===== src/rtl/nco_freq_meter.sv =====
// Measures the frequency of a signed tone by timing 2^CYCLES_LOG2 rising zero crossings and
// dividing them back into the equivalent NCO phase-increment word.
module nco_freq_meter #(
    parameter int PHASE_WIDTH = 32,
    parameter int DATA_WIDTH  = 12,
    parameter int CYCLES_LOG2 = 2,
    parameter int CNT_WIDTH   = 20,
    parameter int HYST        = 16
) (
    input  logic                          clk,
    input  logic                          rst,
    input  logic                          sample_valid,
    input  logic signed [DATA_WIDTH-1:0]  sample_in,
    output logic                          busy,
    output logic [PHASE_WIDTH-1:0]        phase_inc_est,
    output logic                          est_valid,
    output logic                          timeout
);

    localparam int N       = PHASE_WIDTH + CYCLES_LOG2 + 1;
    localparam int STEP_W  = $clog2(N);
    localparam int CROSS_W = CYCLES_LOG2 + 1;

    localparam logic signed [DATA_WIDTH-1:0] NEG_HYST   = DATA_WIDTH'(-HYST);
    localparam logic [CNT_WIDTH-1:0]         CNT_MAX    = '1;
    localparam logic [CROSS_W-1:0]           CROSS_LAST = CROSS_W'((1 << CYCLES_LOG2) - 1);
    localparam logic [STEP_W-1:0]            STEP_LAST  = STEP_W'(N - 1);

    typedef enum logic [1:0] {
        S_IDLE,
        S_MEASURE,
        S_DIVIDE,
        S_DONE
    } state_t;

    state_t                   r_state;
    logic                     r_armed;
    logic [CNT_WIDTH-1:0]     r_cnt;
    logic [CROSS_W-1:0]       r_cross;
    logic [CNT_WIDTH:0]       r_div;
    logic [CNT_WIDTH:0]       r_rem;
    logic [PHASE_WIDTH-1:0]   r_quot;
    logic [STEP_W-1:0]        r_step;
    logic                     r_busy;
    logic [PHASE_WIDTH-1:0]   r_est;
    logic                     r_est_valid;
    logic                     r_timeout;

    logic                     w_arm;
    logic                     w_xing;
    logic [CNT_WIDTH+1:0]     w_shift;
    logic [CNT_WIDTH+1:0]     w_diff;
    logic                     w_fits;

    assign w_arm  = sample_valid && (sample_in <= NEG_HYST);
    assign w_xing = sample_valid && r_armed && !sample_in[DATA_WIDTH-1];

    // Numerator is a single 1 followed by zeros, so only the first step shifts in a 1.
    assign w_shift = {r_rem, (r_step == '0)};
    assign w_diff  = w_shift - {1'b0, r_div};
    assign w_fits  = (w_shift >= {1'b0, r_div});

    always_ff @(posedge clk or posedge rst) begin
        if (rst) begin
            r_armed <= 1'b0;
        end else if (w_arm) begin
            r_armed <= 1'b1;
        end else if (w_xing) begin
            r_armed <= 1'b0;
        end
    end

    always_ff @(posedge clk or posedge rst) begin
        if (rst) begin
            r_state     <= S_IDLE;
            r_cnt       <= '0;
            r_cross     <= '0;
            r_div       <= '0;
            r_rem       <= '0;
            r_quot      <= '0;
            r_step      <= '0;
            r_busy      <= 1'b0;
            r_est       <= '0;
            r_est_valid <= 1'b0;
            r_timeout   <= 1'b0;
        end else begin
            r_est_valid <= 1'b0;
            r_timeout   <= 1'b0;
            case (r_state)
                S_IDLE: begin
                    if (w_xing) begin
                        r_cnt   <= '0;
                        r_cross <= '0;
                        r_busy  <= 1'b1;
                        r_state <= S_MEASURE;
                    end
                end
                S_MEASURE: begin
                    if (sample_valid) begin
                        // A completing crossing takes priority over the counter limit.
                        if (w_xing && (r_cross == CROSS_LAST)) begin
                            r_div   <= {1'b0, r_cnt} + 1'b1;
                            r_rem   <= '0;
                            r_quot  <= '0;
                            r_step  <= '0;
                            r_state <= S_DIVIDE;
                        end else if (r_cnt == CNT_MAX) begin
                            r_timeout <= 1'b1;
                            r_busy    <= 1'b0;
                            r_state   <= S_IDLE;
                        end else begin
                            r_cnt <= r_cnt + 1'b1;
                            if (w_xing) begin
                                r_cross <= r_cross + 1'b1;
                            end
                        end
                    end
                end
                S_DIVIDE: begin
                    // Upper quotient bits are always zero and fall off the top of r_quot.
                    r_rem  <= w_fits ? w_diff[CNT_WIDTH:0] : w_shift[CNT_WIDTH:0];
                    r_quot <= {r_quot[PHASE_WIDTH-2:0], w_fits};
                    r_step <= r_step + 1'b1;
                    if (r_step == STEP_LAST) begin
                        r_busy  <= 1'b0;
                        r_state <= S_DONE;
                    end
                end
                S_DONE: begin
                    r_est       <= r_quot;
                    r_est_valid <= 1'b1;
                    r_state     <= S_IDLE;
                end
                default: r_state <= S_IDLE;
            endcase
        end
    end

    assign busy          = r_busy;
    assign phase_inc_est = r_est;
    assign est_valid     = r_est_valid;
    assign timeout       = r_timeout;

endmodule


===== config.mk =====
export PLATFORM = sky130hd
export DESIGN_NAME = nco_freq_meter
export DESIGN_NICKNAME = d
export VERILOG_FILES = /design/src/rtl/nco_freq_meter.sv
export SDC_FILE = /design/constraint.sdc
export NUM_CORES = 1
export LEC_CHECK = 0
export ABC_CLOCK_PERIOD_IN_PS = 9050
export CORE_ASPECT_RATIO = 1.4
export CORE_UTILIZATION = 30
export DETAILED_ROUTE_END_ITERATION = 16
export PLACE_DENSITY = 0.55
export RECOVER_POWER = 100
export REMOVE_ABC_BUFFERS = 1
export SYNTH_ARGS = -nofsm -noshare
export SYNTH_HDL_FRONTEND = slang
export SYNTH_SLANG_ARGS = --single-unit

===== constraint.sdc =====
create_clock -name clk -period 9.05 [get_ports clk]
set_clock_uncertainty 0.05 [all_clocks]
set_input_delay 1.81 -clock clk [delete_from_list [all_inputs] [get_ports clk]]
set_output_delay 1.81 -clock clk [all_outputs]
set_load 0.005 [all_outputs]

# [After elaboration in Yosys (flattened, before gate mapping)]
# Index checks and enable logic that the tools add are counted.
[word_totals] regBits=141 output_inout_bits=35 word_cells=91
[classes] add_sub_neg=5 muxes=40 order_cmp=2 eq_ne=15 n_reduce_logical=17
[ops] op="$mux W20" n=4
[ops] op="$mux W32" n=2
[ops] op="$pmux W32 S2" n=1
[ops] op="$mux W21" n=3
[ops] op="$pmux W21 S2" n=1
[ops] op="$pmux W20 S2" n=1
[ops] op="$ge A22 B21 Y1" n=1
[ops] op="$add A20 B1 Y21 const B" n=1
[ops] op="$sub A21 B21 Y21" n=1
[ops] op="$add A20 B1 Y20 const B" n=1
[ops] op="$eq A20 B20 Y1 const B" n=1
[ops] op="$ne A2 B2 Y1 const B" n=8
[ops] op="$mux W3" n=5
[ops] op="$le A12 B5 Y1 const B" n=1
[ops] op="$mux W1" n=12
[ops] op="$mux W6" n=2
[ops] op="$pmux W6 S2" n=1
[ops] op="$reduce_and A6 Y1" n=2
[ops] op="$mux W2" n=5
[ops] op="$pmux W2 S4" n=1
[ops] op="$add A6 B1 Y6 const B" n=1
[ops] op="$eq A6 B6 Y1 const B" n=1
[ops] op="$logic_not A6 Y1" n=1
[ops] op="$pmux W3 S2" n=1
[ops] op="other kinds (14)" n=21

# [Longest topological paths before layout]
# Gate-level depths: netlist (run 1).
[logic_depth] ltp_word=7 mapped_depth=14 mapped_depth_nobuf=12

# [Least setup slack after synthesis (run 1)]
# Ideal clock, no wire load.
[synth_timing] kind="input to register" from="input sample_in[11]" to="register r_rem[11]" setup_slack_ps=5523 arrival_time_ps=3391 stages=8 required_time_ps=8913 cell_sequence="and3b_1 > clkbuf_1 > nand2_1 > a21oi_1 > clkbuf_1 > buf_1 > o211ai_1 > o211ai_1"
[synth_between] elab_chain_cells=5
[synth_rtl] element="start, declared" line="13" rtl="input logic signed [DATA_WIDTH-1:0] sample_in,"
[synth_rtl] element="$logic_not A1 Y1" line="56" rtl="assign w_xing = sample_valid && r_armed && !sample_in[DATA_WIDTH-1];"
[synth_rtl] element="$logic_and A1 B1 Y1" line="56"
[synth_rtl] element="$logic_and A1 B1 Y1" line="101" rtl="if (w_xing && (r_cross == CROSS_LAST)) begin"
[synth_rtl] element="$ne A2 B2 Y1 (no line)"
[synth_rtl] element="$reduce_and A3 Y1 (no line)"
[synth_rtl] element="end signal, assigned" line="121" rtl="r_rem <= w_fits ? w_diff[CNT_WIDTH:0] : w_shift[CNT_WIDTH:0];"
[synth_rtl] element="end, declared" line="41" rtl="logic [CNT_WIDTH:0] r_rem;"
# Every way passes these cells.
# A chain may end at the register's enable or synchronous reset.

# [Final worst setup path (run 1)]
[layout_timing] from="input sample_valid" to="register r_rem[2]"
[layout_between] elab_chain_cells=5 elab_cells_between_ends=6
[layout_rtl] element="start, declared" line="12" rtl="input logic sample_valid,"
[layout_rtl] element="$logic_and A1 B1 Y1 (2 in a row)" line="56"
[layout_rtl] element="$logic_and A1 B1 Y1" line="101"
[layout_rtl] element="$ne A2 B2 Y1 (no line)"
[layout_rtl] element="$reduce_and A3 Y1 (no line) (*)"
# Mark *: on every way between the ends. The rest lies on a longest branch, timed or not.

==> flow_summary.yaml, run 1 <==
clock_network:
  h-tree-depth: 4
  clk_pin_slew_ns: 0.05
  cts.sinks: 141
  clkLatencyLatePin_ns: 0.42
  cts_buffers: 17
  cts_tree: "done"
  clk_path_buf_depth: 2
  ctsHoldBuffers: 0
  post_cts_buffers: 0
  root_buffer: "clkbuf_16"
  cts_resized: 0
critical_path:
  crit_family: "buffers and inverters"
  cp-end-kind: "register"
  slowest_stage: "clkbuf_1"
  worstSetupPathType: "primary input to register"
  worstPathArrival_ns: 6.41
  critPathMostFrequentCell: "clkbuf_1"
  max_stage_delay_ns: 1.74
  critPathBufInv: 3
  crit_fanout: 53
  crit_start: "sample_valid"
  cp-start-kind: "primary input"
  worstPathRequired_ns: 9.35
  crit_chain: "dlygate4sd3_1 > and3b_1 > nand3_1 > clkbuf_1 > a21boi_0 > clkbuf_1 > a221o_1"
die:
  num_rows: 67
  die_area_um2: 25360
  die_h_um: 188.0
  die-width_um: 134.9
  ioPinCount: 50
  initial_utilization_pct: 30.71
  core_area_um2: 24140
layout:
  nNetsFinal: 835
  layout_commonest_cell: "dfrtp_1"
  final_cell_mix: "dfrtp_1 (141), nand2_1 (87), o21ai_0 (69)"
  final_cells: 1109
  n_antenna_cell: 0
  areaGrowthSynthToFinish_pct: 17.94
  drive_gt1_share_pct: 9.512
synth:
  syn_avg_cell_area_um2: 9.808
  yosysWarnings: 0
  synth_cells: 756
  yosysTopAreaCellShare_pct: 47.59
  synthDistinctLibCells: 56
  synth_edf_count: 0
  synth_flop_cell: "dfrtp_1"
  syn_area_um2: 7415
  async_flop_share_pct: 100.0
  seq_area_frac_synth_pct: 47.59
  netlist.top_cell.by_area: "dfrtp_1"
  ys_ff_latch: 141
  synth_area_leaders: "dfrtp_1 (48%), ha_1 (5.4%), mux2_2 (5.0%), o21ai_0 (4.7%), nand2_1 (4.4%)"
sta:
  hold_viol_final: 0
  relSlewSlack_pct: -115.5
  max_slew.worst_pin.slew_ns: 3.215
  setup_viol: 0
  rsz0062_at_grt: "false"
  max_clock_freq_mhz: 163.6
  maxSlewViolCount: 278
  min_period_ns: 6.113
  period_share_pct: 67.55
  tns_ns: 0
grt:
  antenna_found_initial: 0
  grt_pass1_vias: 5509
  grt_max_degree: 72
  grt_first_pass_wirelength_mm: 27.67
  track_usage_pct: 13.54
  grt.overflow.total: 0
detailed_routing:
  drc: 0
  drt-pass1-iter-count: 7
  vias: 5632
  drt-initial-drc-count: 262
  postRouteAntennaNets: 0
  vias_per_cell: 5.078
  drt-total-wl_mm: 16.06
  wl_per_cell_um: 14.48
placed_design:
  port_buffers: 49
  dp_hpwl_mm: 10.85
  placed_cells: 1078
  place.gp.congestion: 0.7973
worst_hold_path:
  hp-start: "r_div[7]$_DFFE_PP0P_"
  hp-class: "register to register"
power_and_ir_drop:
  max-vdd-ir-drop_mv: 0.2228
  leakage_uw: 0.003999
  power_density_nw_per_um2: 283.0
status:
  violations: "max-capacitance violations, max-slew violations"
  status: "finished, violations left"
job:
  maxCapViolations: 5
-- worst min-delay path, delay by kind of cell, from the launching register on --
family             cells  cell delay, ns
DFF                    1            0.34
AOI/OAI and AO/OA      1            0.06
and+or+nand+nor        1            0.05
-- flip-flops by register name, summed over array words and instances, names as in the netlist, named ones only --
signal         cells
r_div             21
r_cross            3
r_rem             21
est_valid          1
r_step             6
timeout            1
r_armed            1
phase_inc_est     32
r_state            1
r_quot            32
r_cnt             20
busy               1
-- through the flow --
stage | hold slack [ns] | util [%] | total power (uW) | area, um2 | setup WS, ns
after global routing | 0.4556 | 36.22 | 2651 | 8745 | 2.408
after detailed placement | 0.4234 | 33.93 | 1811 | 8193 | 4.154
after global placement | 0.4130 | 33.93 | 1808 | 8193 | 4.208
final | 0.4263 | 36.22 | 2475 | 8745 | 2.937
after CTS | 0.4360 | 36.35 | 2514 | 8777 | 4.560
after floorplan | 0.3985 | - | 1495 | 7227 | 3.409
-- cell usage after synthesis (all sizes together) (5+ instances only) --
library cell	n
dfrtp	141
nand2	87
o21ai	71
nor2	47
inv	38
clkbuf	34
a22o	33
mux2	33
ha	32
a21oi	29
xor2	22
o31ai	18
o211ai	16
nand4	15
xnor2	14
nand3	12
buf	11
nor3	11
o21a	9
a31oi	7
a221o	6
o31a	6
or2	6
and3	5
o41ai	5
-- cell families after synthesis --
logic type | Yosys count | synth area share [%]
adders and majority gates | 33 | 5.670
DFF | 141 | 47.59
and+or+nand+nor | 206 | 12.71
xor gates and xnor gates | 36 | 4.252
buffers and inverters | 84 | 4.505
muxes | 34 | 5.147
AOI/OAI and AO/OA | 222 | 20.13
-- report_power, final --
group	switching, uW	internal (uW)	leakage (uW)
Sequential	45.1	685	0.00194
Combinational	663	393	0.00178
Clock	275	414	0.000280
-- path summary, 6_finish.rpt --
check	to	slack, ns	depth (start not counted)
max reg2reg	r_rem[2]$_DFFE_PP0P_	4.19	7
min reg2reg	r_div[7]$_DFFE_PP0P_	0.43	2
max in group asynchronous	r_div[12]$_DFFE_PP0P_	3.41	3
min	r_div[7]$_DFFE_PP0P_	0.43	2
max	r_rem[2]$_DFFE_PP0P_	2.94	7
min in group asynchronous	phase_inc_est[14]$_DFFE_PP0P_	2.71	2
-- layout make-up --
class | instances | area [um2]
fill | 2427 | 15400
multi-input combinational | 531 | 3563
timing repair buffer | 57 | 533.0
clock buffer | 19 | 442.9
clock inverter | 12 | 141.4
sequential | 141 | 3528
tap | 310 | 387.9
inverter | 39 | 147.6
-- metal layers --
metal,vias up,part of all wire (%),global-route usage [%]
li1,2789,-,-
met1,2736,46,17.13
met2,87,50,22.84
met3,20,2.3,2.028
met4,0,1.7,5.575
met5,-,0,0
Note: power is estimated with default switching activity, not from simulation.
==> inputs of run 2 (changes only) <==
ABC_CLOCK_PERIOD_IN_PS = 5200   (was 9050)
PLACE_DENSITY = 0.57   (was 0.55)
clock period = 5.2 ns   (was 9.05 ns; I/O delays follow)
==> run 2 against run 1 <==
Against the previous run: the run still ends with max-capacitance violations, max-slew violations left; setup slack lost 1.9 ns; sequential cell count is the same; wire length increased by 1.4%; non-clock buffer count rose by 2; sequential share of layout area decreased by 0.18 points; register-to-register slack worse by 3.0 ns; critical path depth up 2; die area unchanged; via count shrank 0.18%; global-route usage grew 0.42 points; final area up 0.44%; clock power up 79%; critical path type unchanged; critical endpoint is now r_rem[13]$_DFFE_PP0P_; largest cell class unchanged; largest power group unchanged; highest routed layer unchanged.
==> flow_summary.yaml, run 2 (synthesis results as in run 1) <==
placed_design:
  dp_hpwl_mm: 11.08
  place.gp.congestion: 0.8394
  placed_cell_area_um2: 8208
  port_buffers: 49
critical_path:
  r2r_setup_slack_ns: 1.22
  worstPathArrival_ns: 4.40
  max_stage_delay_ns: 1.11
  worstSetupPathType: "primary input to register"
  r2r_end: "r_rem[1]$_DFFE_PP0P_"
  worstPathRequired_ns: 5.48
  crit_chain: "dlygate4sd3_1 > and3b_1 > nand3_1 > clkbuf_1 > a21boi_4 > buf_4 > nand2_1 > o31a_1 > o21ai_0"
  slowest_stage: "clkbuf_1"
  r2r_start: "r_step[2]$_DFFE_PP0P_"
  crit_fanout: 45
  cp-end-kind: "register"
  worst-r2r-cell-count: 11
  cp-start-kind: "primary input"
sta:
  period_share_pct: 79.16
  maxSlewViolCount: 195
  tns_ns: 0
  relSlewSlack_pct: -62.98
  rsz0062_at_grt: "false"
  max_slew.worst_pin.slew_ns: 2.445
  min_period_ns: 4.116
  hold_viol_final: 0
  max_clock_freq_mhz: 242.9
  setup_viol: 0
clock_network:
  cts_tree: "done"
  clk_path_buf_depth: 2
  cts_buffers: 17
  root_buffer: "clkbuf_16"
  clk_pin_slew_ns: 0.06
  clkLatencyLatePin_ns: 0.42
  h-tree-depth: 4
  post_cts_buffers: 0
  cts_resized: 0
  cts.sinks: 141
  ctsHoldBuffers: 0
power_and_ir_drop:
  power_density_nw_per_um2: 491.0
  leakage_uw: 0.004024
  max-vdd-ir-drop_mv: 0.2976
grt:
  grt_max_degree: 115
  grt_first_pass_wirelength_mm: 28.25
  grt.overflow.total: 0
  track_usage_pct: 13.96
  antenna_found_initial: 0
  grt_pass1_vias: 5627
detailed_routing:
  vias: 5622
  drt-initial-drc-count: 335
  drt-pass1-iter-count: 5
  drt-total-wl_mm: 16.28
  vias_per_cell: 5.060
  wl_per_cell_um: 14.65
  postRouteAntennaNets: 0
  drc: 0
worst_hold_path:
  whs_path_depth: 2
  hp-class: "register to register"
  hp-start: "r_div[9]$_DFFE_PP0P_"
  hold_end: "r_div[9]$_DFFE_PP0P_"
layout:
  drive_gt1_share_pct: 9.863
  final_cell_mix: "dfrtp_1 (141), nand2_1 (87), o21ai_0 (69)"
  areaGrowthSynthToFinish_pct: 18.46
  n_antenna_cell: 0
  fillers: 2443
  nNetsFinal: 837
  layout_commonest_cell: "dfrtp_1"
  fin_area_um2: 8783
die:
  die_area_um2: 25360
  initial_utilization_pct: 30.71
  core_area_um2: 24140
  die-width_um: 134.9
  die_h_um: 188.0
  num_rows: 67
  ioPinCount: 50
status:
  status: "finished, violations left"
  violations: "max-capacitance violations, max-slew violations"
job:
  maxCapViolations: 3
-- run 2: power breakdown --
part	switching, uW	internal (uW)	leakage, uW
Combinational	1160	659	0.00180
Clock	477	752	0.000285
Sequential	76.3	1190	0.00194
Total	1710	2600	0.00402
-- run 2: how the worst max path moves through the flow --
stage / start / endpoint / slack [ns] / depth (start not counted)
after detailed placement: sample_valid / r_cnt[11]$_DFFE_PP0P_ / 1.48 / 8
after CTS: r_step[0]$_DFFE_PP0P_ / r_rem[0]$_DFFE_PP0P_ / 1.55 / 12
after floorplan: rst / async pin / 0.33 / 1
after global placement: sample_valid / r_cnt[11]$_DFFE_PP0P_ / 1.55 / 8
after global routing: sample_valid / r_step[5]$_DFFE_PP0P_ / 0.66 / 9
final: sample_valid / r_rem[13]$_DFFE_PP0P_ / 1.08 / 9
-- run 2: layer usage --
metal	share of wire [%]	wire length (um)	global-route usage [%]
met1	46	7475	17.35
met3	2.0	331	2.163
met4	2.1	346	6.050
met2	50	8124	23.73
met5	0	0	0
-- run 2: critical path, delay by kind of cell --
| kind | cells | cell delay, ns |
|---|---|---|
| buffers and inverters | 3 | 2.19 |
| AOI/OAI and AO/OA | 3 | 0.71 |
| and+or+nand+nor | 3 | 0.45 |
-- run 2: through the flow --
stage / hold WS [ns] / total power [uW] / worst slack [ns] / instances / utilization [%]
global route: 0.4489 / 4609 / 0.6615 / 1111 / 36.38
CTS: 0.4349 / 4405 / 1.550 / 1111 / 36.47
global placement: 0.4134 / 3138 / 1.548 / 1080 / 34.00
finish: 0.4265 / 4313 / 1.084 / 1111 / 36.38
floorplan: 0.3985 / 2601 / 0.3288 / 711 / -
detailed placement: 0.4215 / 3150 / 1.479 / 1080 / 34.00
-- run 2: final cells by class --
| class | instances | area [um2] | share of cell area (%) |
|---|---|---|---|
| clock buffer | 17 | 425.4 | 4.843 |
| multi-input combinational | 531 | 3570 | 40.64 |
| clock inverter | 14 | 171.4 | 1.952 |
| timing repair buffer | 59 | 550.5 | 6.268 |
| inverter | 39 | 150.1 | 1.709 |
| tap | 310 | 387.9 | 4.416 |
| sequential | 141 | 3528 | 40.17 |
==> inputs of run 3 (changes only) <==
ABC_CLOCK_PERIOD_IN_PS = 3850   (was 5200)
PLACE_DENSITY = 0.55   (was 0.57)
clock period = 3.85 ns   (was 5.2 ns; I/O delays follow)
==> run 3 against run 2 <==
Against the previous run: the flow still finishes with violations (max-capacitance violations, max-slew violations); total power grew 34%; die area is the same; critical path depth grew 3; sequential cell count is the same; sequential power grew 35%; core utilization grew 0.12 points; first-iteration DRC count shrank 11%; final cell count grew 0.72%; final area grew 0.33%; highest routed layer unchanged; register-to-register slack lost 0.95 ns; combinational power grew 32%.
==> flow_summary.yaml, run 3 (synthesis results as in run 1) <==
critical_path:
  worstPathRequired_ns: 4.10
  crit_fanout: 17
  worstPathArrival_ns: 3.83
  cp-end-kind: "register"
  worstSetupPathType: "register to register"
  cp-start-kind: "register"
clock_network:
  cts_buffers: 17
  post_cts_buffers: 0
  clkLatencyLatePin_ns: 0.42
  cts_resized: 0
  h-tree-depth: 4
  ctsHoldBuffers: 0
  cts.sinks: 141
  clk_path_buf_depth: 2
  cts_tree: "done"
  clk_pin_slew_ns: 0.06
  root_buffer: "clkbuf_16"
detailed_routing:
  postRouteAntennaNets: 0
  vias: 5720
  wl_per_cell_um: 14.62
  drt-total-wl_mm: 16.36
  vias_per_cell: 5.112
  drt-pass1-iter-count: 4
  drt-initial-drc-count: 298
  drc: 0
sta:
  hold_viol_final: 0
  fin_ws_ns: 0.2709
  holdWs_ns: 0.4277
  rsz0062_at_grt: "false"
  relSlewSlack_pct: -61.02
  period_share_pct: 92.96
  max_clock_freq_mhz: 279.4
  maxSlewViolCount: 90
  min_period_ns: 3.579
  setup_viol: 0
  max_slew.worst_pin.slew_ns: 2.402
power_and_ir_drop:
  leakage_uw: 0.004048
  max-vdd-ir-drop_mv: 0.3091
  power_density_nw_per_um2: 655.8
die:
  initial_utilization_pct: 30.71
  die_h_um: 188.0
  die_area_um2: 25360
  core_area_um2: 24140
  die-width_um: 134.9
  ioPinCount: 50
  num_rows: 67
layout:
  drive_gt1_share_pct: 10.01
  seqCellArea_um2: 3528
  nNetsFinal: 844
  final_cells: 1119
  final_cell_mix: "dfrtp_1 (141), nand2_1 (87), o21ai_0 (69)"
  n_antenna_cell: 0
  fillers: 2451
  layout_commonest_cell: "dfrtp_1"
  final_util_pct: 36.50
  areaGrowthSynthToFinish_pct: 18.85
  multi_input_area_um2: 3562
grt:
  track_usage_pct: 13.80
  grt.overflow.total: 0
  grt_max_degree: 57
  grt_pass1_vias: 5690
  grt_first_pass_wirelength_mm: 28.23
  antenna_found_initial: 0
worst_hold_path:
  hp-class: "register to register"
placed_design:
  dp_hpwl_mm: 11.64
  port_buffers: 49
  placed_cells: 1087
  dpl_worst_slack_ns: 0.3000
  place.gp.congestion: 0.8612
status:
  status: "finished, violations left"
  violations: "max-capacitance violations, max-slew violations"
job:
  maxCapViolations: 2
==> run 3: cell types whose count changed in the layout (fill, tap and decap cells not counted), sizes merged <==
| cell | before | now |
|---|---|---|
| bufinv | 3 | 2 |
| clkinvlp | 4 | 2 |
| clkinv | 8 | 6 |
| inv | 38 | 42 |
| buf | 6 | 5 |
| clkbuf | 21 | 31 |
==> run 3: through the flow <==
step	area (um2)	TNS, ns	power [uW]
finish	8812	0	5779
global route	8812	0	6274
CTS	8870	0	5911
detailed placement	8273	0	4226
global placement	8273	0	4184
floorplan	7227	-122.29	3456
==> run 3: power breakdown <==
part	total (uW)	internal [uW]	switching, uW
clock network	1660	986	675
logic	2400	875	1520
registers	1720	1610	114
total	5780	3470	2310
==> run 3: final timing paths <==
| check | from | end | slack [ns] | cells past startpoint |
|---|---|---|---|---|
| max | r_step[0]$_DFFE_PP0P_ | r_rem[6]$_DFFE_PP0P_ | 0.27 | 12 |
| min | r_div[8]$_DFFE_PP0P_ | r_div[8]$_DFFE_PP0P_ | 0.43 | 2 |
| max reg2reg | r_step[0]$_DFFE_PP0P_ | r_rem[6]$_DFFE_PP0P_ | 0.27 | 12 |
| min reg2reg | r_div[8]$_DFFE_PP0P_ | r_div[8]$_DFFE_PP0P_ | 0.43 | 2 |
| max in group asynchronous | rst | r_quot[18]$_DFFE_PP0P_ | 0.92 | 3 |
| min in group asynchronous | rst | r_rem[15]$_DFFE_PP0P_ | 1.42 | 2 |
==> run 3: final cells by class <==
cell class / count / area share (%)
Tap cell: 310 / 4.402
Clock inverter: 13 / 1.746
Sequential cell: 141 / 40.04
Timing Repair Buffer: 66 / 6.687
Clock buffer: 19 / 5.026
Multi-Input combinational cell: 531 / 40.42
Inverter: 39 / 1.675
==> run 3: critical path, cell delays in order, from the launching register on <==
cell	delay (ns)
dfrtp_1	0.41
inv_1	0.08
ha_1	0.19
nand3b_1	0.16
ha_1	0.22
fa_1	0.21
nand2b_1	0.14
a21oi_1	0.12
o311a_1	0.30
or3_1	0.41
o211a_1	0.26
or2_1	0.50
a221o_1	0.40
==> run 3: metal layers <==
metal | share of wire [%] | track usage (%) | vias to the layer above
li1 | - | - | 2800
met1 | 47 | 17.74 | 2795
met2 | 49 | 22.80 | 111
met3 | 2.5 | 2.379 | 14
met4 | 1.3 | 5.488 | 0
met5 | 0 | 0 | -
